File: src/rtl/pulse_gen_pkg.sv
// pulse_gen_pkg: width limit and width clamp shared by the pulse_generator slice.
package pulse_gen_pkg;
   localparam int PULSE_GEN_MAX_WIDTH = 64;
   function automatic int pulse_gen_width(input int w);
      return (w < 2) ? 1 : (w > PULSE_GEN_MAX_WIDTH) ? PULSE_GEN_MAX_WIDTH : w;
   endfunction
endpackage

File: src/rtl/pulse_gen_edge_det.sv
// pulse_gen_edge_det: rising-edge detector on trigger; PULSE_GEN_SYNC_EN adds a 2-flop synchronizer.
module pulse_gen_edge_det
   import pulse_gen_pkg::*;
(
   input  logic clk,
   input  logic rst_n,
   input  logic trigger,
   output logic rise
);
   logic trig_s;
   logic trig_d_q, trig_d_d;
`ifdef PULSE_GEN_SYNC_EN
   logic [1:0] sync_q, sync_d;
   always_comb begin
      sync_d = {sync_q[0], trigger};
      trig_s = sync_q[1];
   end
   always_ff @(posedge clk or negedge rst_n)
      if (!rst_n) sync_q <= '0;
      else        sync_q <= sync_d;
`else
   always_comb trig_s = trigger;
`endif
   // history resets low so a trigger already high at release counts as a rise
   always_comb begin
      trig_d_d = trig_s;
      rise     = trig_s & ~trig_d_q;
   end
   always_ff @(posedge clk or negedge rst_n)
      if (!rst_n) trig_d_q <= 1'b0;
      else        trig_d_q <= trig_d_d;
endmodule

File: src/rtl/pulse_generator.sv
// pulse_generator: turns a trigger rising edge into a PULSE_WIDTH-cycle one-shot.
// Build option PULSE_GEN_SYNC_EN synchronizes trigger first (3-edge latency).
module pulse_generator
   import pulse_gen_pkg::*;
#(
   parameter int PULSE_WIDTH = 4,
   parameter int RETRIGGER   = 0
) (
   input  logic clk,
   input  logic rst_n,
   input  logic trigger,
   output logic pulse
);
   localparam int W = pulse_gen_width(PULSE_WIDTH);
   logic         rise;
   logic [W-1:0] shift_reg_q, shift_reg_d;
   pulse_gen_edge_det u_edge (
      .clk     (clk),
      .rst_n   (rst_n),
      .trigger (trigger),
      .rise    (rise)
   );
   // a rise while draining is dropped unless retriggering is enabled
   always_comb
      shift_reg_d = (rise && (shift_reg_q == '0 || RETRIGGER != 0)) ? {W{1'b1}} : shift_reg_q >> 1;
   always_ff @(posedge clk or negedge rst_n)
      if (!rst_n) shift_reg_q <= '0;
      else        shift_reg_q <= shift_reg_d;
   assign pulse = shift_reg_q[0];
endmodule

File: config.mk
export PLATFORM = sky130hd
export DESIGN_NAME = pulse_generator
export DESIGN_NICKNAME = d
export VERILOG_FILES = /design/src/rtl/pulse_gen_pkg.sv /design/src/rtl/pulse_gen_edge_det.sv /design/src/rtl/pulse_generator.sv
export SDC_FILE = /design/constraint.sdc
export NUM_CORES = 1
export LEC_CHECK = 0
export CAP_MARGIN = 30
export CELL_PAD_IN_SITES_DETAIL_PLACEMENT = 2
export CELL_PAD_IN_SITES_GLOBAL_PLACEMENT = 2
export CORE_AREA = 3 3 40 42
export CTS_BUF_LIST = sky130_fd_sc_hd__clkbuf_16
export DETAILED_ROUTE_END_ITERATION = 16
export DIE_AREA = 0 0 43 45
export PLACE_DENSITY = 0.43
export SETUP_SLACK_MARGIN = 0.3
export SLEW_MARGIN = 10
export SYNTH_ARGS = -nofsm -noshare
export SYNTH_HDL_FRONTEND = slang
export SYNTH_SLANG_ARGS = --single-unit
File: constraint.sdc
create_clock -name clk -period 1.2 [get_ports clk]
set_input_delay 0.24 -clock clk [delete_from_list [all_inputs] [get_ports clk]]
set_output_delay 0.24 -clock clk [all_outputs]
set_load 0.01 [all_outputs]
==> summary.txt, run 1 <==
Outcome: completed
Fin area: 340 um^2
# setup viols final: 0
Dpl hpwl: 278 um
Post-Syn Nets: 14
Drt pass-1 iters: 1
Worst path required time: 1.35 ns
Maximum clock frequency: 874 MHz
Register area: 125 um^2
Post-DP Area: 245 um^2
Clock Latency Late Sink: 0.22 ns
Tcrit/Tclk final: 95.4%
ANT nets after route: 0
Vias/cell: 3.55
Synth area leaders: dfrtp_1, o21bai_1, or4b_4
Clk pin slew, worst setup/hold paths: 0.03 ns
PD cells: 2840 nW/um^2
Num CTS Buffers: 3
Clk sinks: 5
Synthesized area: 181 um^2
Most area-hungry cell type in the Yosys netlist: dfrtp_1
Core Footprint: 1280 um^2
Crit path time final: 1.14 ns
Min-Delay Path Class: input pin to asynchronous set/reset pin
Syn. warnings: 0
Max-cap viol count: 0
Area grow syn2layout: 87.6%
Average size of a mapped cell: 16.5 um^2
Layout cells sized above 1: 47.8%
Hold Violations, Final: 0
# rows: 13
Max-slew violations: 0
CTS Root Cell: clkbuf_16
IO buf count: 3
IO Pins: 4
Via Count: 135
WP data arrival: 1.29 ns
Post-synth ARST share: 100%
Routed WL per cell: 11.0 um
N_diodes: 0
Ys flop type: dfrtp_1
#FFs+latches synth: 5
Fin worst setup slack: 0.0553 ns
# hold bufs at CTS: 0
Pwr Total: 967 uW
H-Tree Level Count: 1
Register area share after synthesis: 69.0%
Setup TNS: 0 ns
Crit path max fanout: 3
Static Leakage: 0.165 nW
Cell count after placement: 31
CTS tree: done
Initial antenna violation count: 0
Routability cong.: 0.589
DIE AREA: 1940 um^2
Deepest clock path buffer count: 2
Cell Count, Final, Fillers Out: 38
Synth cell types: 5
Worst hold margin: 0.243 ns
Fill cells: 145
Most instantiated cells after synthesis: dfrtp_1, o21bai_1, nor3_2, or4b_1, or4b_4
Starting DRT DRC Count: 0
Final #Nets: 27
Number of enable flip-flop cells after synthesis: 0
Startpoint types: flip-flop
Chip width: 43 um
Largest net degree at the start of global routing: 6
Yosys top cell area share: 69.0%
Slew HR: 84.1%
Detailed-route DRC error count: 0
Setup Skew: 0.000813 ns
Grt ovf: 0
Kind of critical path: flip-flop to flip-flop
Initial Util: 14.1%
Peak supply drop: 0.000773 V
Core Util, Final: 26.5%
Top-count cell post-synth: dfrtp_1
Area of the multi-input gates: 56.3 um^2
GRT Overall Usage: 6.11%
Post-synthesis cell count: 11
First-pass GRT wire length: 683 um
Measured slew at the worst slew-check pin: 0.238 ns
RSZ-0062 raised after global routing: true
Post-Place Setup Slack: -0.244 ns
Setup crit end kind: flip-flop
Vias in the first global route: 161
Die Span Y: 45 um
Total Routed Length: 419 um
## layout by cell type (no fill, tap or decap)
cell,instances
inv_1,1
clkdlybuf4s50_1,1
or4b_4,1
clkbuf_2,1
dlygate4sd2_1,1
buf_4,5
or4b_1,1
dfrtp_1,5
o21bai_1,3
clkbuf_16,3
nor3_2,1
## flip-flops by register name, indices dropped and copies added (netlist names)
register / flops
u_edge.trig_d_q: 1
shift_reg_q: 4
## routing by layer
metal,routed length (um),vias to the layer above,global-route usage [%]
met1,171,66,4.90
met4,17,0,10.8
met2,198,3,7.49
met5,0,-,0
li1,-,64,-
met3,32,2,3.98
## area by class of cell
class,count,share of cell area [%]
clock buffers,3,22.1
clock inverters,1,1.10
multi-input cells,6,16.5
flip-flops and latches,5,36.8
well taps,15,5.51
repair buffers,8,18.0
## report_power, final
part | switching (mW) | internal [mW] | total (mW)
clock | 0.104 | 0.431 | 0.535
combinational | 0.0688 | 0.112 | 0.180
sequential | 0.0304 | 0.222 | 0.252
## timing repair
item | CTS | global route
cloned | 0 | 0
endpoints found under the setup margin | 5 | 5
endpoints found under the hold margin | 0 | 0
resized for setup | 2 | 2
pin swaps | 2 | 2
buffers inserted | 1 | 2
## final timing paths
path | from | endpoint | slack (ns) | depth (start not counted)
min in group clk | trigger | u_edge.trig_d_q | 0.29 | 1
worst min register to register | shift_reg_q[1] | shift_reg_q[3] | 0.52 | 2
worst max-delay path | shift_reg_q[2] | shift_reg_q[0] | 0.06 | 2
max in group asynchronous | rst_n | shift_reg_q[3] | 0.76 | 1
worst min-delay path | rst_n | u_edge.trig_d_q | 0.24 | 1
worst max register to register | shift_reg_q[2] | shift_reg_q[0] | 0.06 | 2
## kinds of logic (layout without fill, tap and decap cells)
logic type	count (synthesis)	count (layout)	synth area share, %
AO/OA/AOI/OAI	3	3	12.4
buffers and inverters	0	12	0
flip-flops	5	5	69.0
AND/OR/NAND/NOR	3	3	18.6
## worst max-delay path: stages (launching register included)
cell and delay [ns]:
dfrtp_1 0.37, or4b_4 0.56, o21bai_1 0.13
(Power assumes the default switching activity.)
==> inputs of run 2 (changes only) <==
==> constraint.sdc (replaced) <==
create_clock -name clk -period 1.2 [get_ports clk]
set_input_delay 0.18 -clock clk [delete_from_list [all_inputs] [get_ports clk]]
set_output_delay 0.18 -clock clk [all_outputs]
set_load 0.01 [all_outputs]
==> run 2 against run 1 <==
- combinational power hardly changed
- final area unchanged
- worst setup slack got worse by 0.0069 ns
- sequential share of layout area is the same
- worst hold slack got worse by 0.060 ns
- die area is the same
- global-route usage unchanged
- sequential power is essentially flat
- largest power group unchanged
- critical endpoint is now shift_reg_q[2]
- first-iteration DRC count unchanged
- clock power barely moved
- sequential cell count is the same
==> summary.txt, run 2 (synthesized netlist as in run 1, its figures left out) <==
Slew HR: 84.1% (about the same)
Biggest register: shift_reg_q
GRT Overall Usage: 6.11% (unchanged)
PD cells: 2840 nW/um^2 (about the same)
Outcome: completed
Highest-count cells in the layout ignoring fill and taps: buf_4, dfrtp_1, o21bai_1, clkbuf_16
# rows: 13 (unchanged)
Core Footprint: 1280 um^2 (unchanged)
Vias in the first global route: 161 (unchanged)
Max-cap viol count: 0 (unchanged)
Routed WL per cell: 11.0 um (unchanged)
Starting DRT DRC Count: 0 (unchanged)
Setup Skew: 0.000813 ns (unchanged)
Dpl hpwl: 278 um (unchanged)
Slowest cell on the critical path: or4b_4
Met2 usage: 7.49% (unchanged)
Startpoint types: flip-flop
Vias/cell: 3.55 (unchanged)
RSZ-0062 raised after global routing: true
Drt pass-1 iters: 1 (unchanged)
Hold Violations, Final: 0 (unchanged)
Setup crit end kind: flip-flop
M1 GR Usage: 4.90% (unchanged)
# setup viols final: 0 (unchanged)
Cell Count, Final, Fillers Out: 38 (unchanged)
GR Util met3: 3.98% (unchanged)
Num CTS Buffers: 3 (unchanged)
Fill cells: 145 (unchanged)
DIE AREA: 1940 um^2 (unchanged)
Post-DP Area: 245 um^2 (unchanged)
Crit path time final: 1.15 ns (+0.00692 ns)
Initial antenna violation count: 0 (unchanged)
CTS tree: done
Clock Latency Late Sink: 0.22 ns (about the same)
WP data arrival: 1.30 ns (about the same)
Worst path required time: 1.35 ns (about the same)
Via Count: 135 (unchanged)
Flop2flop setup slack: 0.05 ns (about the same)
Chip width: 43 um (unchanged)
Cell count after placement: 31 (unchanged)
Layout cells sized above 1: 47.8% (unchanged)
Routability cong.: 0.589 (unchanged)
CP peak stage delay: 0.56 ns (about the same)
IO buf count: 3 (unchanged)
H-Tree Level Count: 1 (unchanged)
Measured slew at the worst slew-check pin: 0.238 ns (-0.000409 ns)
Largest net degree at the start of global routing: 6 (unchanged)
Static Leakage: 0.165 nW (+0.12%)
Peak supply drop: 0.000773 V (about the same)
First-pass GRT wire length: 683 um (unchanged)
CP cell instances: or4b_4, o21bai_1
IO Pins: 4 (unchanged)
Tcrit/Tclk final: 96.0% (+0.58 points)
Maximum clock frequency: 868 MHz (-0.60%)
Fin area: 340 um^2 (unchanged)
Clk pin slew, worst setup/hold paths: 0.03 ns (about the same)
Min-Delay Path Class: input pin to asynchronous set/reset pin
ANT nets after route: 0 (unchanged)
Max reg flops: 4 (unchanged)
Area grow syn2layout: 87.6% (unchanged)
Die Span Y: 45 um (unchanged)
Clk sinks: 5 (unchanged)
Total Routed Length: 419 um (unchanged)
Deepest clock path buffer count: 2 (unchanged)
Detailed-route DRC error count: 0 (unchanged)
Crit path buf inv count: 0 (unchanged)
CTS Root Cell: clkbuf_16
Initial Util: 14.1% (unchanged)
Crit path max fanout: 3 (unchanged)
Gr busiest metal: met4
Max-slew violations: 0 (unchanged)
Grt ovf: 0 (unchanged)
Final #Nets: 27 (unchanged)
Top Registers: shift_reg_q (4), u_edge.trig_d_q (1)
Kind of critical path: flip-flop to flip-flop
N_diodes: 0 (unchanged)
Crit-path leading delay family: simple AND/OR/NAND/NOR gates
## run 2: cell counts in the layout (fill, tap and decap cells not counted)
No cell type changed its count.
## run 2: through the flow
step / setup TNS, ns / utilization, % / hold slack [ns] / total power, mW / setup WS, ns
final: 0 / 26.5 / 0.183 / 0.966 / 0.0483
after global placement: -0.638 / 19.1 / 0.427 / 0.416 / -0.189
after floorplan: 0 / - / -0.116 / 0.320 / 0.104
after CTS: 0 / 25.6 / 0.192 / 0.966 / 0.0542
after global routing: 0 / 26.5 / 0.206 / 1.02 / 0.0246
after detailed placement: -0.674 / 19.1 / 0.429 / 0.416 / -0.184
## run 2: timing repair
item / CTS / global route
buffers inserted: 1 / 2
endpoints found under the setup margin: 5 / 5
hold buffers: 0 / 0
pin swaps: 0 / 1
gates resized for setup: 2 / 2
## run 2: routing by layer
| metal | share of wire [%] | vias to the layer above |
|---|---|---|
| li1 | - | 64 |
| met1 | 41 | 66 |
| met2 | 47 | 3 |
| met3 | 7.6 | 2 |
| met4 | 4.1 | 0 |
| met5 | 0 | - |
## run 2: power by group
| group | internal, mW | switching (mW) |
|---|---|---|
| logic | 0.112 | 0.0690 |
| clock network | 0.431 | 0.104 |
| registers | 0.222 | 0.0295 |
| total | 0.764 | 0.202 |
## run 2: layout make-up
cell class                 instances  area (um^2)  area share [%]
timing repair buffer               8         61.3            18.0
clock buffer                       3         75.1            22.1
clock inverter                     1         3.75            1.10
sequential                         5          125            36.8
multi-input combinational          6         56.3            16.5
tap                               15         18.8            5.51
## run 2: worst paths after layout
path                                 from              end  cells past startpoint
max                        shift_reg_q[2]   shift_reg_q[2]                      2
min                                 rst_n  u_edge.trig_d_q                      1
max reg2reg                shift_reg_q[2]   shift_reg_q[2]                      2
min reg2reg                shift_reg_q[1]   shift_reg_q[3]                      2
max in group asynchronous           rst_n   shift_reg_q[3]                      1
min in group clk                  trigger  u_edge.trig_d_q                      1
